<file path="config.mk">
export PLATFORM = sky130hd
export DESIGN_NAME = psum_collector_flat
export DESIGN_NICKNAME = d
export VERILOG_FILES = /design/src/rtl/psum_collector_pkg.sv /design/src/rtl/psum_collector_if.sv /design/src/rtl/psum_collector_acc_lane.sv /design/src/rtl/psum_collector.sv /design/src/flat_wrapper.sv
export SDC_FILE = /design/constraint.sdc
export NUM_CORES = 1
export LEC_CHECK = 0
export ABC_AREA = 1
export CORE_MARGIN = 1.5
export CORE_UTILIZATION = 40
export CTS_CLUSTER_DIAMETER = 200
export DETAILED_ROUTE_END_ITERATION = 10
export PLACE_DENSITY_LB_ADDON = 0.08
export SYNTH_ARGS = -nofsm -noshare
export SYNTH_HDL_FRONTEND = slang
export SYNTH_SLANG_ARGS = --single-unit
</file>
<file path="constraint.sdc">
create_clock -name i_clk -period 2.4 [get_ports i_clk]
set_input_delay 0.24 -clock i_clk [delete_from_list [all_inputs] [get_ports i_clk]]
set_output_delay 0.24 -clock i_clk [all_outputs]
set_load 0.02 [all_outputs]
</file>
<file path="src/rtl/psum_collector_pkg.sv">
// Shared definitions for the psum collector: default geometry, FSM state type,
// psum vector type and the width-generic saturating adder.
package psum_collector_pkg;

    localparam int PEROW_DFLT   = 4;
    localparam int PSUMDWD_DFLT = 24;
    localparam int ACCW_DFLT    = 32;
    localparam int NPASSW_DFLT  = 5;
    localparam int TILEW_DFLT   = 8;

    // Operands are sign-extended to this width before saturation; covers ACCW up to 62.
    localparam int SATW = 64;

    typedef enum logic [1:0] {
        ST_IDLE,
        ST_ACCUM,
        ST_DRAIN,
        ST_DONE
    } col_state_e;

    typedef struct packed {
        logic [PEROW_DFLT-1:0][PSUMDWD_DFLT-1:0] lane;
    } psum_vec_t;

    function automatic logic signed [SATW-1:0] sat_add(
        input logic signed [SATW-1:0] a,
        input logic signed [SATW-1:0] b,
        input int                     w
    );
        logic signed [SATW-1:0] s;
        logic signed [SATW-1:0] hi;
        logic signed [SATW-1:0] lo;
        s  = a + b;
        hi = (64'sd1 <<< (w - 1)) - 64'sd1;
        lo = ~hi;
        if (s > hi) begin
            return hi;
        end
        if (s < lo) begin
            return lo;
        end
        return s;
    endfunction

endpackage

</file>
<file path="src/rtl/psum_collector_if.sv">
// Psum input vector and accumulated-word output channels, both rdy/ack handshakes.
// slave is the collector side, master is the PE-row / global-buffer side.
interface psum_collector_if #(
    parameter int PEROW   = 4,
    parameter int PSUMDWD = 24,
    parameter int ACCW    = 32
);
    localparam int ROWW = (PEROW > 1) ? $clog2(PEROW) : 1;

    logic                              psum_rdy;
    logic                              psum_ack;
    logic [PEROW-1:0][PSUMDWD-1:0]     psum;
    logic                              out_rdy;
    logic                              out_ack;
    logic [ACCW-1:0]                   out_data;
    logic [ROWW-1:0]                   out_row;
    logic                              out_last;

    modport slave (
        input  psum_rdy, psum, out_ack,
        output psum_ack, out_rdy, out_data, out_row, out_last
    );

    modport master (
        output psum_rdy, psum, out_ack,
        input  psum_ack, out_rdy, out_data, out_row, out_last
    );

endinterface

</file>
<file path="src/rtl/psum_collector_acc_lane.sv">
// One psum lane: sign-extend, saturating accumulate on i_en, synchronous clear on i_clr.
// Result visible on o_acc the cycle after the enabling edge; no handshake of its own.
module psum_acc_lane
    import psum_collector_pkg::*;
#(
    parameter int PSUMDWD = PSUMDWD_DFLT,
    parameter int ACCW    = ACCW_DFLT
) (
    input  logic                      i_clk,
    input  logic                      i_rstn,
    input  logic                      i_clr,
    input  logic                      i_en,
    input  logic signed [PSUMDWD-1:0] i_psum,
    output logic signed [ACCW-1:0]    o_acc
);

    logic signed [ACCW-1:0] acc_q;
    logic signed [ACCW-1:0] acc_d;
    logic signed [SATW-1:0] acc_w;
    logic signed [SATW-1:0] psum_w;
    logic signed [SATW-1:0] sum_w;

    assign acc_w  = SATW'(acc_q);
    assign psum_w = SATW'(i_psum);
    assign sum_w  = sat_add(acc_w, psum_w, ACCW);

    always_comb begin
        acc_d = acc_q;
        if (i_clr) begin
            acc_d = '0;
        end else if (i_en) begin
            acc_d = sum_w[ACCW-1:0];
        end
    end

    always_ff @(posedge i_clk or negedge i_rstn) begin
        if (!i_rstn) begin
            acc_q <= '0;
        end else begin
            acc_q <= acc_d;
        end
    end

    assign o_acc = acc_q;

endmodule

</file>
<file path="src/rtl/psum_collector.sv">
// Accumulates npass psum vectors per tile, then drains PEROW row sums; repeats ntile times.
// Drain starts the cycle after the final pass; out words hold while out_ack=0, no input taken in drain.
module psum_collector
    import psum_collector_pkg::*;
#(
    parameter int PEROW   = PEROW_DFLT,
    parameter int PSUMDWD = PSUMDWD_DFLT,
    parameter int ACCW    = ACCW_DFLT,
    parameter int NPASSW  = NPASSW_DFLT,
    parameter int TILEW   = TILEW_DFLT
) (
    input  logic              i_clk,
    input  logic              i_rstn,
    input  logic              i_start,
    input  logic [NPASSW-1:0] i_npass,
    input  logic [TILEW-1:0]  i_ntile,
    psum_collector_if.slave   bus,
    output logic              o_busy,
    output logic              o_done
);

    localparam int ROWW = (PEROW > 1) ? $clog2(PEROW) : 1;

    col_state_e        state_q, state_d;
    logic [NPASSW-1:0] npass_q, npass_d;
    logic [NPASSW-1:0] pass_q, pass_d;
    logic [TILEW-1:0]  ntile_q, ntile_d;
    logic [TILEW-1:0]  tile_q, tile_d;
    logic [ROWW-1:0]   row_q, row_d;

    logic              acc_clr;
    logic              acc_en;
    logic [ACCW-1:0]   acc [PEROW];

    logic              psum_ack_w;
    logic              in_drain;
    logic              psum_xfer;
    logic              out_xfer;
    logic              last_row;
    logic              last_tile;

    assign psum_ack_w = (state_q == ST_ACCUM);
    assign in_drain   = (state_q == ST_DRAIN);
    assign psum_xfer  = psum_ack_w && bus.psum_rdy;
    assign out_xfer   = in_drain && bus.out_ack;
    assign last_row   = (row_q == ROWW'(PEROW - 1));
    assign last_tile  = (tile_q == ntile_q - TILEW'(1));

    for (genvar r = 0; r < PEROW; r++) begin : g_lane
        psum_acc_lane #(
            .PSUMDWD(PSUMDWD),
            .ACCW   (ACCW)
        ) u_lane (
            .i_clk (i_clk),
            .i_rstn(i_rstn),
            .i_clr (acc_clr),
            .i_en  (acc_en),
            .i_psum(bus.psum[r]),
            .o_acc (acc[r])
        );
    end

    always_comb begin
        state_d = state_q;
        npass_d = npass_q;
        ntile_d = ntile_q;
        pass_d  = pass_q;
        tile_d  = tile_q;
        row_d   = row_q;
        acc_clr = 1'b0;
        acc_en  = 1'b0;
        case (state_q)
            ST_IDLE: begin
                if (i_start) begin
                    npass_d = (i_npass == '0) ? NPASSW'(1) : i_npass;
                    ntile_d = (i_ntile == '0) ? TILEW'(1) : i_ntile;
                    pass_d  = '0;
                    tile_d  = '0;
                    row_d   = '0;
                    acc_clr = 1'b1;
                    state_d = ST_ACCUM;
                end
            end
            ST_ACCUM: begin
                if (psum_xfer) begin
                    acc_en = 1'b1;
                    pass_d = pass_q + NPASSW'(1);
                    if (pass_q == npass_q - NPASSW'(1)) begin
                        row_d   = '0;
                        state_d = ST_DRAIN;
                    end
                end
            end
            ST_DRAIN: begin
                if (out_xfer) begin
                    row_d = row_q + ROWW'(1);
                    if (last_row) begin
                        if (last_tile) begin
                            state_d = ST_DONE;
                        end else begin
                            // Next tile starts from cleared accumulators.
                            tile_d  = tile_q + TILEW'(1);
                            pass_d  = '0;
                            acc_clr = 1'b1;
                            state_d = ST_ACCUM;
                        end
                    end
                end
            end
            ST_DONE: begin
                state_d = ST_IDLE;
            end
            default: begin
                state_d = ST_IDLE;
            end
        endcase
    end

    always_ff @(posedge i_clk or negedge i_rstn) begin
        if (!i_rstn) begin
            state_q <= ST_IDLE;
            npass_q <= '0;
            ntile_q <= '0;
            pass_q  <= '0;
            tile_q  <= '0;
            row_q   <= '0;
        end else begin
            state_q <= state_d;
            npass_q <= npass_d;
            ntile_q <= ntile_d;
            pass_q  <= pass_d;
            tile_q  <= tile_d;
            row_q   <= row_d;
        end
    end

    // Output word is gated so the bus reads all-zero outside drain.
    assign bus.psum_ack = psum_ack_w;
    assign bus.out_rdy  = in_drain;
    assign bus.out_data = in_drain ? acc[row_q] : '0;
    assign bus.out_row  = in_drain ? row_q : '0;
    assign bus.out_last = in_drain && last_row && last_tile;
    assign o_busy       = (state_q != ST_IDLE);
    assign o_done       = (state_q == ST_DONE);

endmodule

</file>
<file path="src/flat_wrapper.sv">
// flat-port wrapper written by rule: the top's interface ports become plain ports
module psum_collector_flat import psum_collector_pkg::*;
#(
    parameter int PEROW   = PEROW_DFLT,
    parameter int PSUMDWD = PSUMDWD_DFLT,
    parameter int ACCW    = ACCW_DFLT,
    parameter int NPASSW  = NPASSW_DFLT,
    parameter int TILEW   = TILEW_DFLT
)
  (i_clk, i_rstn, i_start, i_npass, i_ntile, o_busy, o_done, bus_psum_rdy, bus_psum, bus_out_ack, bus_psum_ack, bus_out_rdy, bus_out_data, bus_out_row, bus_out_last);
  psum_collector_if #(.PEROW(PEROW), .PSUMDWD(PSUMDWD), .ACCW(ACCW)) bus_i ();
  input  logic i_clk;
  input  logic i_rstn;
  input  logic i_start;
  input  logic [NPASSW-1:0] i_npass;
  input  logic [TILEW-1:0] i_ntile;
  output logic o_busy;
  output logic o_done;
  input wire logic [$bits(bus_i.psum_rdy)-1:0] bus_psum_rdy;
  input wire logic [$bits(bus_i.psum)-1:0] bus_psum;
  input wire logic [$bits(bus_i.out_ack)-1:0] bus_out_ack;
  output wire logic [$bits(bus_i.psum_ack)-1:0] bus_psum_ack;
  output wire logic [$bits(bus_i.out_rdy)-1:0] bus_out_rdy;
  output wire logic [$bits(bus_i.out_data)-1:0] bus_out_data;
  output wire logic [$bits(bus_i.out_row)-1:0] bus_out_row;
  output wire logic [$bits(bus_i.out_last)-1:0] bus_out_last;
  assign bus_i.psum_rdy = bus_psum_rdy;
  assign bus_i.psum = bus_psum;
  assign bus_i.out_ack = bus_out_ack;
  assign bus_psum_ack = bus_i.psum_ack;
  assign bus_out_rdy = bus_i.out_rdy;
  assign bus_out_data = bus_i.out_data;
  assign bus_out_row = bus_i.out_row;
  assign bus_out_last = bus_i.out_last;
  psum_collector #(.PEROW(PEROW), .PSUMDWD(PSUMDWD), .ACCW(ACCW), .NPASSW(NPASSW), .TILEW(TILEW)) u_core (.i_clk(i_clk), .i_rstn(i_rstn), .i_start(i_start), .i_npass(i_npass), .i_ntile(i_ntile), .bus(bus_i), .o_busy(o_busy), .o_done(o_done));
endmodule
</file>
# Word level (Yosys, flattened, before mapping)
# Cells that the tools add are included.
[word_totals]
register_bits = 158
latchBits = 0
mem_bits_rw = 0
rom_bits = 0
in_bits = 114
elab_cells = 130
mem_count = 0
[op_classes]
add_sub_neg = 9
n_mul = 0
n_div = 0
order_cmp = 9
eq_ne = 12
n_shift = 0
n_mux = 73
n_bitwise = 1
reduce_logical = 16
[op_table]
columns = ["operator", "n"]
rows = [
  ["32-bit 2-to-1 mux", 27],
  ["32-bit by 24-bit adder with 33-bit output", 4],
  ["33-bit by 32-bit > comparator with 1-bit output, second input constant", 4],
  ["33-bit by 32-bit < comparator with 1-bit output, second input constant", 4],
  ["32-bit binary-select mux with 2-bit select", 1],
  ["8-bit 2-to-1 mux", 5],
  ["5-bit 2-to-1 mux", 6],
  ["2-bit 2-to-1 mux", 11],
  ["1-bit 2-to-1 mux", 18],
  ["8-bit one-hot mux with 2 select lines", 1],
  ["5-bit one-hot mux with 3 select lines", 1],
  ["5-bit AND reduction", 3],
  ["2-bit inequality test, second input constant", 6],
  ["8-bit by 1-bit adder with 8-bit output, second input constant", 1],
  ["8-bit == test", 1],
  ["8-bit zero test", 1],
  ["2-bit one-hot mux with 4 select lines", 1],
  ["8-bit by 1-bit subtractor with 8-bit output, second input constant", 1],
  ["2-bit == test, second input constant", 3],
  ["2-bit one-hot mux with 3 select lines", 1],
  ["6-bit AND reduction", 1],
  ["2-bit nonzero test", 3],
  ["5-bit by 1-bit adder with 5-bit output, second input constant", 1],
  ["5-bit == test", 1],
  ["other kinds (11)", 14],
]

# Longest topological paths before layout
[depth]
ltp_word = 8
mapped_depth = 20
mapped_depth_nobuf = 19

# Cells and area by module
# A second synthesis with hierarchy kept.
[unflattened]
cells_unflattened = 2958
hier_area_um2 = 18489.0
[by_module_without_submodules]
columns = ["module", "instances", "cells_each", "area_each_um2", "seq_area_each_um2"]
rows = [
  ["psum_acc_lane", 4, 608, 3862.5, 800.8],
  ["psum_collector", 1, 526, 3039.2, 750.7],
]

# Least setup slack after synthesis
# OpenSTA, ideal clock, no wires.
[synth_path]
path_type = "register to register"
start = "register u_core.g_lane[1].u_lane.acc_q[0]"
end = "register u_core.g_lane[1].u_lane.acc_q[20]"
setup_ps = 128
t_arrival_ps = 2171
path_slack_ps = 101
path_stages_with_launch = 18
path_buffers = 1
path_cell_list = "dfrtp_1 -> ha_1 -> inv_1 -> fa_1 -> nand3b_1 -> nand2_1 -> nand2_1 -> nand2_1 -> nand2_1 -> nand2_1 -> nand2_1 -> nand2_1 -> nand2_1 -> nand2_1 -> nand2_2 -> buf_2 -> nand3_1 -> nand3_1"
[synth_via]
elab_chain_cells = 8
elab_cells_between_ends = 11
[synth_rtl]
columns = ["item", "line_no", "text"]
rows = [
  ["from (decl)", "psum_collector_acc_lane.sv:17", "logic signed [ACCW-1:0] acc_q;"],
  ["from (signal assigned)", "psum_collector_acc_lane.sv:38", "acc_q <= '0;"],
  ["from (signal assigned)", "psum_collector_acc_lane.sv:40", "acc_q <= acc_d;"],
  ["32-bit by 24-bit adder with 33-bit output (*)", "psum_collector_pkg.sv:33", "s = a + b;"],
  ["33-bit by 32-bit < comparator with 1-bit output", "psum_collector_pkg.sv:39", "if (s < lo) begin"],
  ["1-bit 2-to-1 mux (2 in a row)", "psum_collector_pkg.sv:39", ""],
  ["32-bit 2-to-1 mux", "psum_collector_pkg.sv:42", "return s;"],
  ["32-bit 2-to-1 mux (*)", "psum_collector_pkg.sv:39", ""],
  ["32-bit 2-to-1 mux (*)", "psum_collector_acc_lane.sv:31", "end else if (i_en) begin"],
  ["32-bit 2-to-1 mux (*)", "psum_collector_acc_lane.sv:29", "if (i_clr) begin"],
]
# Mark *: on every way between the ends. The rest lies on a longest branch, timed or not. The select of a mux whose other input is x is not followed.
# A chain may end at the register's enable or synchronous reset.

# Worst setup path after layout
[layout_path]
start = "register u_core.g_lane[1].u_lane.acc_q[0]"
end = "register u_core.g_lane[1].u_lane.acc_q[3]"
# Same word-level chain as after synthesis.

==> impl_metrics.json <==
{
  "cp_top_family": "simple AND/OR/NAND/NOR gates",
  "cp-start-kind": "register",
  "cpMaxStageDelayCell": "fa_2",
  "grt_antenna_before_repair": 2,
  "synth-edff-count": 0,
  "fin_tns_setup_ps": -2266,
  "drt_iter0_drc": 1692,
  "dr_total_vias": 20866,
  "cts-root-buf": "clkbuf_16",
  "die_h_um": 209.6,
  "wl_per_cell_um": 17.07,
  "top_layer_used": "met5",
  "synth_area_leaders": "nand2_1, dfrtp_1, ha_1",
  "clock_latency_ps": 460,
  "cts.path.max_buffers": 2,
  "maxCapViolations": 0,
  "numCtsBuffers": 17,
  "via_per_inst": 5.084,
  "postRouteAntennaNets": 0,
  "rsz0062_at_grt": "yes",
  "syn_to_final_growth_pct": 52.86,
  "yosysWarnings": 0,
  "place_ws_ps": -632.8,
  "start_util_pct": 40.61,
  "fin_nets": 3803,
  "cp-end-kind": "register",
  "design_area_um2": 26100,
  "grt_pass1_vias": 20077,
  "path_buf_inv": 2,
  "setup_viol_count_final": 64,
  "hp-class": "input pin to asynchronous set/reset pin",
  "startpoint": "u_core.g_lane[1].u_lane.o_acc[0]",
  "post-route-util_pct": 62.07,
  "crit_path_max_incr_delay_ps": 400,
  "grt_pass1_wl_mm": 105.1,
  "drt-pass1-iter-count": 5,
  "period_share_pct": 103.8,
  "die_area_um2": 43930,
  "detailed_place_hpwl_mm": 54.89,
  "worstMarginPinSlew_ps": 595.6,
  "r2r-start": "u_core.g_lane[1].u_lane.o_acc[0]",
  "die_width_um": 209.6,
  "grt_overflow_total": 0,
  "status": "finished, violations left",
  "violations": "setup timing",
  "cts-htree-levels": 4,
  "rows": 75,
  "syn_inst": 2868,
  "port_buffers": 152,
  "async_flop_share_pct": 100.0,
  "synth_top_cell_by_area": "nand2_1",
  "avgSynthCellArea_um2": 5.952,
  "num_io_pins": 153,
  "p_total_mw": 37.58,
  "ir_drop_mv": 1.004,
  "synth_area_um2": 17070,
  "routed_wirelength_mm": 70.06,
  "grt_usage_pct": 30.71,
  "met3_length_mm": 4.888,
  "clk_pin_slew_ps": 70,
  "cp_max_fo": 7,
  "relSlewSlack_pct": 60.30,
  "period_needed_ps": 2492,
  "gp_congestion": 0.9751,
  "synth_top_area_share_pct": 23.70,
  "grt_start_max_net_pins": 65,
  "fin_skew_ps": 12.24,
  "synthFlopType": "dfrtp_1",
  "drcViolationCount": 0,
  "hold_viol_final": 0,
  "antenna_cells": 0,
  "fmax_mhz": 401.4,
  "slew_violations": 0,
  "drive_gt1_share_pct": 28.70,
  "placed_cells": 4035,
  "whs_ps": 316.0,
  "crit_chain": "ha_2 -> inv_2 -> fa_2 -> nand3b_1 -> nand2_2 -> nand2_2 -> nand2_4 -> nand2_4 -> nand2_4 -> nand2_4 -> nand2_2 -> nand2_2 -> nand2_2 -> nand2_4 -> clkbuf_16 -> nand3_2 -> nand3_2",
  "cts_sinks": 158,
  "route.met2.wl_mm": 32.33,
  "drt-met1-wl_mm": 30.71,
  "synth_cell_types": 39,
  "leakage_nw": 14.47,
  "critPathKind": "register to register",
  "synth_nets": 3119,
  "critPathRequiredTime_ps": 2730,
  "cts_tree": "yes",
  "fin_ws_ps": -91.54,
  "ys_seq_area_share_pct": 23.16,
  "coreArea_um2": 42040,
  "place_area_um2": 23220,
  "fin_cells": 4104,
  "powerDensity_nw_per_um2": 1440,
  "synth_seq_cells": 158,
  "crit_arrival_ps": 2820
}
-- layout make-up --
type	count	area, um^2
fillers	4079	15950
multi-input cells	2295	13320
repair buffers	740	6261
flip-flops and latches	158	3974
inverters	340	1286
well taps	539	674.4
clock buffers	20	446.7
clock inverters	12	136.4
-- kinds of logic after synthesis --
kind of cell               count (synthesis)  share of synthesized area (%)
and+or+nand+nor                         1743                          41.78
adders and majority gates                137                          10.22
AOI/OAI and AO/OA                        321                          10.28
buffers and inverters                    415                          9.733
DFF                                      158                          23.16
xor gates and xnor gates                  94                          4.823
-- layer usage --
layer  global-route usage (%)  up-vias
li1                         -    10511
met4                    11.14        2
met5                        0        -
met3                    5.746      126
met1                    40.58     9592
met2                    50.05      635
-- sequential cells by signal (all words and copies together), names as in the netlist --
signal                      cells
u_core.row_q                    2
u_core.ntile_q                  8
u_core.pass_q                   5
u_core.tile_q                   8
u_core.g_lane.u_lane.o_acc    128
u_core.npass_q                  5
u_core.state_q                  2
-- worst register-to-register path: cells and delay by family, from the launching register on --
family,cells,cell delay (ps)
buffers and inverters,2,250
and+or+nand+nor,13,1140
DFF,1,370
adders and majority gates,2,600
-- worst paths after layout --
kind,end,slack (ps),cells after the start
worst max-delay path,u_core.g_lane[1].u_lane.o_acc[3],-90,17
worst min-delay path,u_core.g_lane[0].u_lane.o_acc[7],320,2
worst max register to register,u_core.g_lane[1].u_lane.o_acc[3],-90,17
worst min register to register,u_core.npass_q[4],510,2
max in group asynchronous,u_core.g_lane[2].u_lane.o_acc[18],1280,3
min in group i_clk,u_core.ntile_q[3],360,3
-- layout by cell type (no fill, tap or decap), drive strengths merged, types with 3 or more instances in the layout --
cell type	instances
clkbuf	46
clkdlybuf4s15	5
inv	340
o21ai	101
nand3b	7
nor4	4
nor3	39
dfrtp	158
clkinv	5
xnor2	18
fa	4
buf	589
clkinvlp	5
nand4	19
clkdlybuf4s50	116
xor2	76
nand2	1081
o21bai	37
or2	5
a21o	11
nand3	292
a21oi	165
a21boi	3
nor2	292
and2	4
ha	133
-- synthesized netlist by cell type, types with 5 or more instances --
library cell / n
nand3b_1: 7
nand2_1: 1078
a21oi_1: 163
buf_6: 7
o21ai_0: 100
dfrtp_1: 158
nand4_1: 19
inv_2: 5
nand3_1: 288
xnor2_1: 18
o21bai_1: 37
nor2_1: 290
buf_4: 6
buf_1: 14
xor2_1: 76
buf_2: 23
a21o_1: 11
ha_1: 133
clkbuf_1: 25
nor3_1: 37
inv_1: 335
-- report_power, final --
group	switching [mW]	leakage (nW)	internal (mW)
clock network	1.26	0.277	1.57
logic	16.2	12.1	13.1
registers	1.58	2.08	3.91
total	19.0	14.5	18.6
-- timing repair --
item / 4_1_cts / 5_1_grt
endpoints found under the hold margin: 49 / 0
cloned: 2 / 12
setup endpoints to repair: 159 / 161
buffers inserted: 8 / 15
gates resized for setup: 123 / 413
hold buffers: 1 / 0
pin swaps: 12 / 97
Note: power is estimated with default switching activity, not from simulation.
